===== config.mk =====
export PLATFORM = sky130hd
export DESIGN_NAME = cmd_decoder
export DESIGN_NICKNAME = d
export VERILOG_FILES = /design/src/rtl/cmd_decoder_pkg.sv /design/src/rtl/cmd_decoder.sv
export SDC_FILE = /design/constraint.sdc
export NUM_CORES = 1
export LEC_CHECK = 0
export ABC_AREA = 0
export ABC_CLOCK_PERIOD_IN_PS = 1650
export BUFFER_PORTS_ARGS = -buffer_cell sky130_fd_sc_hd__buf_2
export CELL_PAD_IN_SITES_DETAIL_PLACEMENT = 1
export CELL_PAD_IN_SITES_GLOBAL_PLACEMENT = 1
export CORE_MARGIN = 2
export CORE_UTILIZATION = 36
export CTS_CLUSTER_DIAMETER = 200
export CTS_CLUSTER_SIZE = 20
export DETAILED_ROUTE_END_ITERATION = 10
export GPL_TIMING_DRIVEN = 0
export PLACE_DENSITY_LB_ADDON = 0.1
export SYNTH_ARGS = -nofsm -noshare
export SYNTH_HDL_FRONTEND = slang
export SYNTH_SLANG_ARGS = --single-unit
export TNS_END_PERCENT = 5

===== constraint.sdc =====
create_clock -name clk -period 1.65 [get_ports clk]
set_input_delay 0.2475 -clock clk [delete_from_list [all_inputs] [get_ports clk]]
set_output_delay 0.2475 -clock clk [all_outputs]
set_load 0.05 [all_outputs]

===== src/rtl/cmd_decoder_pkg.sv =====
// cmd_decoder_pkg: opcodes, decoder states and reset defaults shared by the command decoder
package cmd_decoder_pkg;
  typedef enum logic [2:0] {S_OPCODE, S_PIX, S_FONT, S_COL_HI, S_COL_LO} state_t;
  localparam logic [7:0] OP_NOP = 8'h00;
  localparam logic [7:0] OP_LOAD_FONT = 8'h80;
  localparam logic [7:0] OP_PIXDATA = 8'h81;
  localparam logic [7:0] OP_SET_FG = 8'h82;
  localparam logic [7:0] OP_SET_BG = 8'h83;
  localparam int FONT_BYTES_DEF = 4096;
  localparam logic [11:0] FG_RESET = 12'hFF0;
  localparam logic [11:0] BG_RESET = 12'h208;
endpackage


===== src/rtl/cmd_decoder.sv =====
// cmd_decoder: byte-stream command decoder driving font RAM writes, test pixel and colour registers
import cmd_decoder_pkg::*;
module cmd_decoder #(
  parameter int FONT_BYTES = FONT_BYTES_DEF
) (
  input  logic        clk,
  input  logic        rst,
  input  logic        has_data,
  input  logic [7:0]  rd_data,
  output logic        rd,
  output logic        font_we,
  output logic [11:0] font_addr,
  output logic [7:0]  font_data,
  output logic [7:0]  pixreg,
  output logic [11:0] fg_color,
  output logic [11:0] bg_color,
  output logic        busy,
  output logic [7:0]  err_count
);
  localparam logic [11:0] LAST = 12'(FONT_BYTES - 1);
  state_t state, state_n;
  logic [7:0] byte_q, pix_n, data_n, err_n;
  logic [11:0] addr_n, fg_n, bg_n;
  logic [3:0] red, red_n;
  logic tgt_bg, tgt_bg_n, we_n, accept;
  assign accept = has_data && !rd;
  always_comb begin
    state_n = state;
    pix_n = pixreg;
    data_n = font_data;
    err_n = err_count;
    fg_n = fg_color;
    bg_n = bg_color;
    red_n = red;
    tgt_bg_n = tgt_bg;
    we_n = 1'b0;
    addr_n = font_we ? (font_addr == LAST ? 12'd0 : font_addr + 12'd1) : font_addr;
    if (rd) begin
      case (state)
        S_OPCODE: begin
          if (byte_q == OP_LOAD_FONT) begin
            state_n = S_FONT;
            addr_n = 12'd0;
          end else if (byte_q == OP_PIXDATA) begin
            state_n = S_PIX;
          end else if (byte_q == OP_SET_FG || byte_q == OP_SET_BG) begin
            state_n = S_COL_HI;
            tgt_bg_n = byte_q[0];
          end else if (byte_q != OP_NOP) begin
            err_n = err_count == 8'hFF ? err_count : err_count + 8'd1;
          end
        end
        S_PIX: begin
          pix_n = byte_q;
          state_n = S_OPCODE;
        end
        S_FONT: begin
          we_n = 1'b1;
          data_n = byte_q;
          state_n = font_addr == LAST ? S_OPCODE : S_FONT;
        end
        S_COL_HI: begin
          red_n = byte_q[3:0];
          state_n = S_COL_LO;
        end
        S_COL_LO: begin
          fg_n = tgt_bg ? fg_color : {red, byte_q};
          bg_n = tgt_bg ? {red, byte_q} : bg_color;
          state_n = S_OPCODE;
        end
        default: state_n = S_OPCODE;
      endcase
    end
  end
  always_ff @(posedge clk) begin
    if (rst) begin
      state <= S_OPCODE;
      rd <= 1'b0;
      byte_q <= 8'd0;
      font_we <= 1'b0;
      font_addr <= 12'd0;
      font_data <= 8'd0;
      pixreg <= 8'd0;
      fg_color <= FG_RESET;
      bg_color <= BG_RESET;
      busy <= 1'b0;
      err_count <= 8'd0;
      red <= 4'd0;
      tgt_bg <= 1'b0;
    end else begin
      rd <= accept;
      if (accept) byte_q <= rd_data;
      state <= state_n;
      font_we <= we_n;
      font_addr <= addr_n;
      font_data <= data_n;
      pixreg <= pix_n;
      fg_color <= fg_n;
      bg_color <= bg_n;
      busy <= state_n != S_OPCODE;
      err_count <= err_n;
      red <= red_n;
      tgt_bg <= tgt_bg_n;
    end
  end
endmodule

==> impl_results.md <==
* Layout area overhead at 29.85%
* Fill cell count at 1,036
* Setup Crit Path Kind: register to register
* Finished Layout Cells at between 500 and 600
* Worst Clk Skew at ~0.013 ns
* CTS root buffer: clkbuf_8
* CP Capture Type: register
* Gp weighted congestion at 0.8175
* Hold crit path type: input pin to register
* Async SR Flop Fraction at 0%
* TritonRoute pass-1 iters at 4
* Final WL at ~8.9 mm
* Final period util at 106.1%
* First-pass GRT wire length at between 10 and 15 mm
* Starting DRT DRC Count at 54
* Vias in the first global route at just under 3,000
* Initial antenna violation count at 0
* Sinks on Clock Net at 79
* Syn avg cell area at ~9.4 sq um
* Total Power at approximately 3800 uW
* Most frequent cells in the layout: buf_2, dfxtp_1, nor2_1, nand2_1, mux2i_1
* Outcome: finished, violations left
* H-tree depth at 3
* Count of different cell masters after synthesis at 51
* Fin Hold WS at roughly 0.12 ns
* Clock buffer count from CTS at 9
* Ports at 74
* # setup viols final at 7
* Worst slew margin at 58.66%
* Fmax at approximately 0.57 GHz
* Mapped Area at 3244 sq um
* Drt drc at 0
* Vias at around 2,800
* Number of synthesis warnings at 0
* Crit-path max cell delay at 0.54 ns
* Least-Margin Pin Slew at between 0.6 and 0.7 ns
* VDD IR max at 0.3805 mV
* Port Buffers at 73
* Clk buf depth at 2
* Sequential element share of the synthesized area at between 40% and 50%
* Worst-Skew Late Latency at around 0.36 ns
* Post-synth EDFFs at 0
* Largest net degree at the start of global routing at 14
* Layout cells sized above 1 at 34.08%
* Routed WL per cell at approximately 16 um
* Crit-path max FO at 7
* Power per cell area at between 900 and 1000 nW/um^2
* Total core area at 8721 sq um
* Final net count at about 450
* Family with the most delay on the worst path: simple AND/OR/NAND/NOR gates
* Final Hold Fails at 0
* CP Buf/Inv Count at 1
* Nature of the critical path startpoint: register
* Diode count at 0
* Crit path arrival time at between 1.5 and 2 ns
* Synth area leader: dfxtp_1
* Syn Inst Count at between 300 and 400
* Crit path cell chain: or4_4 > o31ai_4 > buf_6 > nor4_4 > mux2_4
* Post-DP HPWL at a little under 6 mm
* Overall Global Routing Usage at 19.12%
* Fin. max-slew vios at 0
* Row Count at 34
* Setup ws final at -0.1007 ns
* Overflow after GRT at 0
* Die X at 98.93 um
* CP max stage cell: or4_4
* Crit path required time at approximately 1.9 ns
* CTS tree: done
* DP Cell Count at roughly 530
* Unrepaired setup endpoints after global routing: true
* Post-synth top area share at 48.75%
* Ys flop type: dfxtp_1
* Vias/cell at a little over 5
* Die Span Y at a little under 100 um
* Max Cap Viol at 0
* Leak at around 0.0018 uW
* Routed Antenna Nets at 0
* Clock slew at reported path FFs at 0.09 ns
* Syn nets at ~360
* Commonest non-fill, non-tap cell in the layout: buf_2
* Initial core utilization at between 30% and 40%
* Failing checks: setup timing
* Area contributors post-synth: dfxtp_1, mux2i_1, nor2_1
* Tmin final at approximately 1.8 ns
* Die area at between 9000 and 10,000 sq um
* FF+latch count, synth at 79
-- synth_stat cells, drive strengths merged, types with 2 or more instances --
cell and instances:
buf 9, and3 3, mux2 2, mux2i 37, nor2 48, xor2 9
xnor2 2, nor4b 2, or3b 2, ha 2, and4 2, or4 4
dfxtp 79, nand2 47, nor2b 5, o41ai 2, inv 3, nand2b 4
o21ai 3, nor4 3, clkbuf 14, nand4 7, o31ai 3, or3 2
nand3 7, and2 4, a21oi 25, nor3b 2
-- flip-flops by register name (all words and copies together) (netlist names) --
signal     flops
bg_color      12
fg_color      12
font_addr     12
byte_q         8
err_count      8
font_data      8
pixreg         8
red            4
state          3
busy           1
font_we        1
rd             1
tgt_bg         1
-- worst paths after layout --
path / start / endpoint / slack [ns] / cells after the start
max: byte_q[2]$_SDFFE_PP0P_ / err_count[7]$_SDFFE_PP0P_ / -0.10 / 5
min: rd_data[3] / byte_q[3]$_SDFFE_PP0P_ / 0.12 / 3
min reg2reg: font_data[3]$_SDFFE_PP0P_ / font_data[3]$_SDFFE_PP0P_ / 0.46 / 2
max reg2reg: byte_q[2]$_SDFFE_PP0P_ / err_count[7]$_SDFFE_PP0P_ / -0.10 / 5
-- report_power, final --
part	internal, uW	total [uW]	switching, uW
registers	1920	1940	22.9
clock network	895	1640	747
logic	94.7	238	143
-- cell families (layout without fill, tap and decap cells) --
group | after synthesis | count (layout) | share of synthesized area, %
compound gates | 42 | 42 | 8.369
flops | 79 | 79 | 48.75
fa+ha+maj | 2 | 2 | 0.7712
mux | 39 | 39 | 12.23
xor+xnor | 11 | 11 | 2.970
simple gates | 147 | 147 | 22.75
buf+inv | 26 | 126 | 4.165
-- tightest hold or removal path, delay by kind of cell --
| kind | cells | cell delay, ns |
|---|---|---|
| buffers and inverters | 1 | 0.10 |
| AO/OA/AOI/OAI | 1 | 0.05 |
| AND/OR/NAND/NOR | 1 | 0.04 |
-- timing repair --
action	in CTS	in global routing
endpoints found under the setup margin	48	53
setup buffers	10	1
hold buffers	0	0
resized for setup	27	8
pin swaps	9	3
-- area by class of cell --
class / count / area (sq um) / area share, %
clock inverter: 5 / 81.33 / 1.931
buffer: 23 / 142.6 / 3.386
tap: 108 / 135.1 / 3.208
timing repair buffer: 84 / 451.7 / 10.72
sequential: 79 / 1614 / 38.31
multi-input combinational: 241 / 1635 / 38.82
inverter: 3 / 11.26 / 0.2673
clock buffer: 11 / 141.4 / 3.356
-- routing by layer --
| metal | wire (um) | up-vias | track usage (%) |
|---|---|---|---|
| met1 | 4097 | 1345 | 24.72 |
| li1 | - | 1383 | - |
| met2 | 4255 | 63 | 31.29 |
| met3 | 399 | 12 | 4.681 |
| met4 | 144 | 0 | 6.428 |
| met5 | 0 | - | 0 |
-- metrics by stage --
step | instance area, sq um | TNS [ns] | util [%] | setup WS, ns
3_3_place_gp | 3776 | -6.761 | 43.30 | -0.2894
3_5_place_dp | 3776 | -7.249 | 43.30 | -0.3145
6_report | 4213 | -0.4840 | 48.31 | -0.1007
5_1_grt | 4213 | -3.090 | 48.31 | -0.1537
4_1_cts | 4177 | -0.7863 | 47.89 | -0.1492
2_1_floorplan | 3276 | -0.2535 | - | -0.06605
Note: power is estimated with default switching activity, not from simulation.
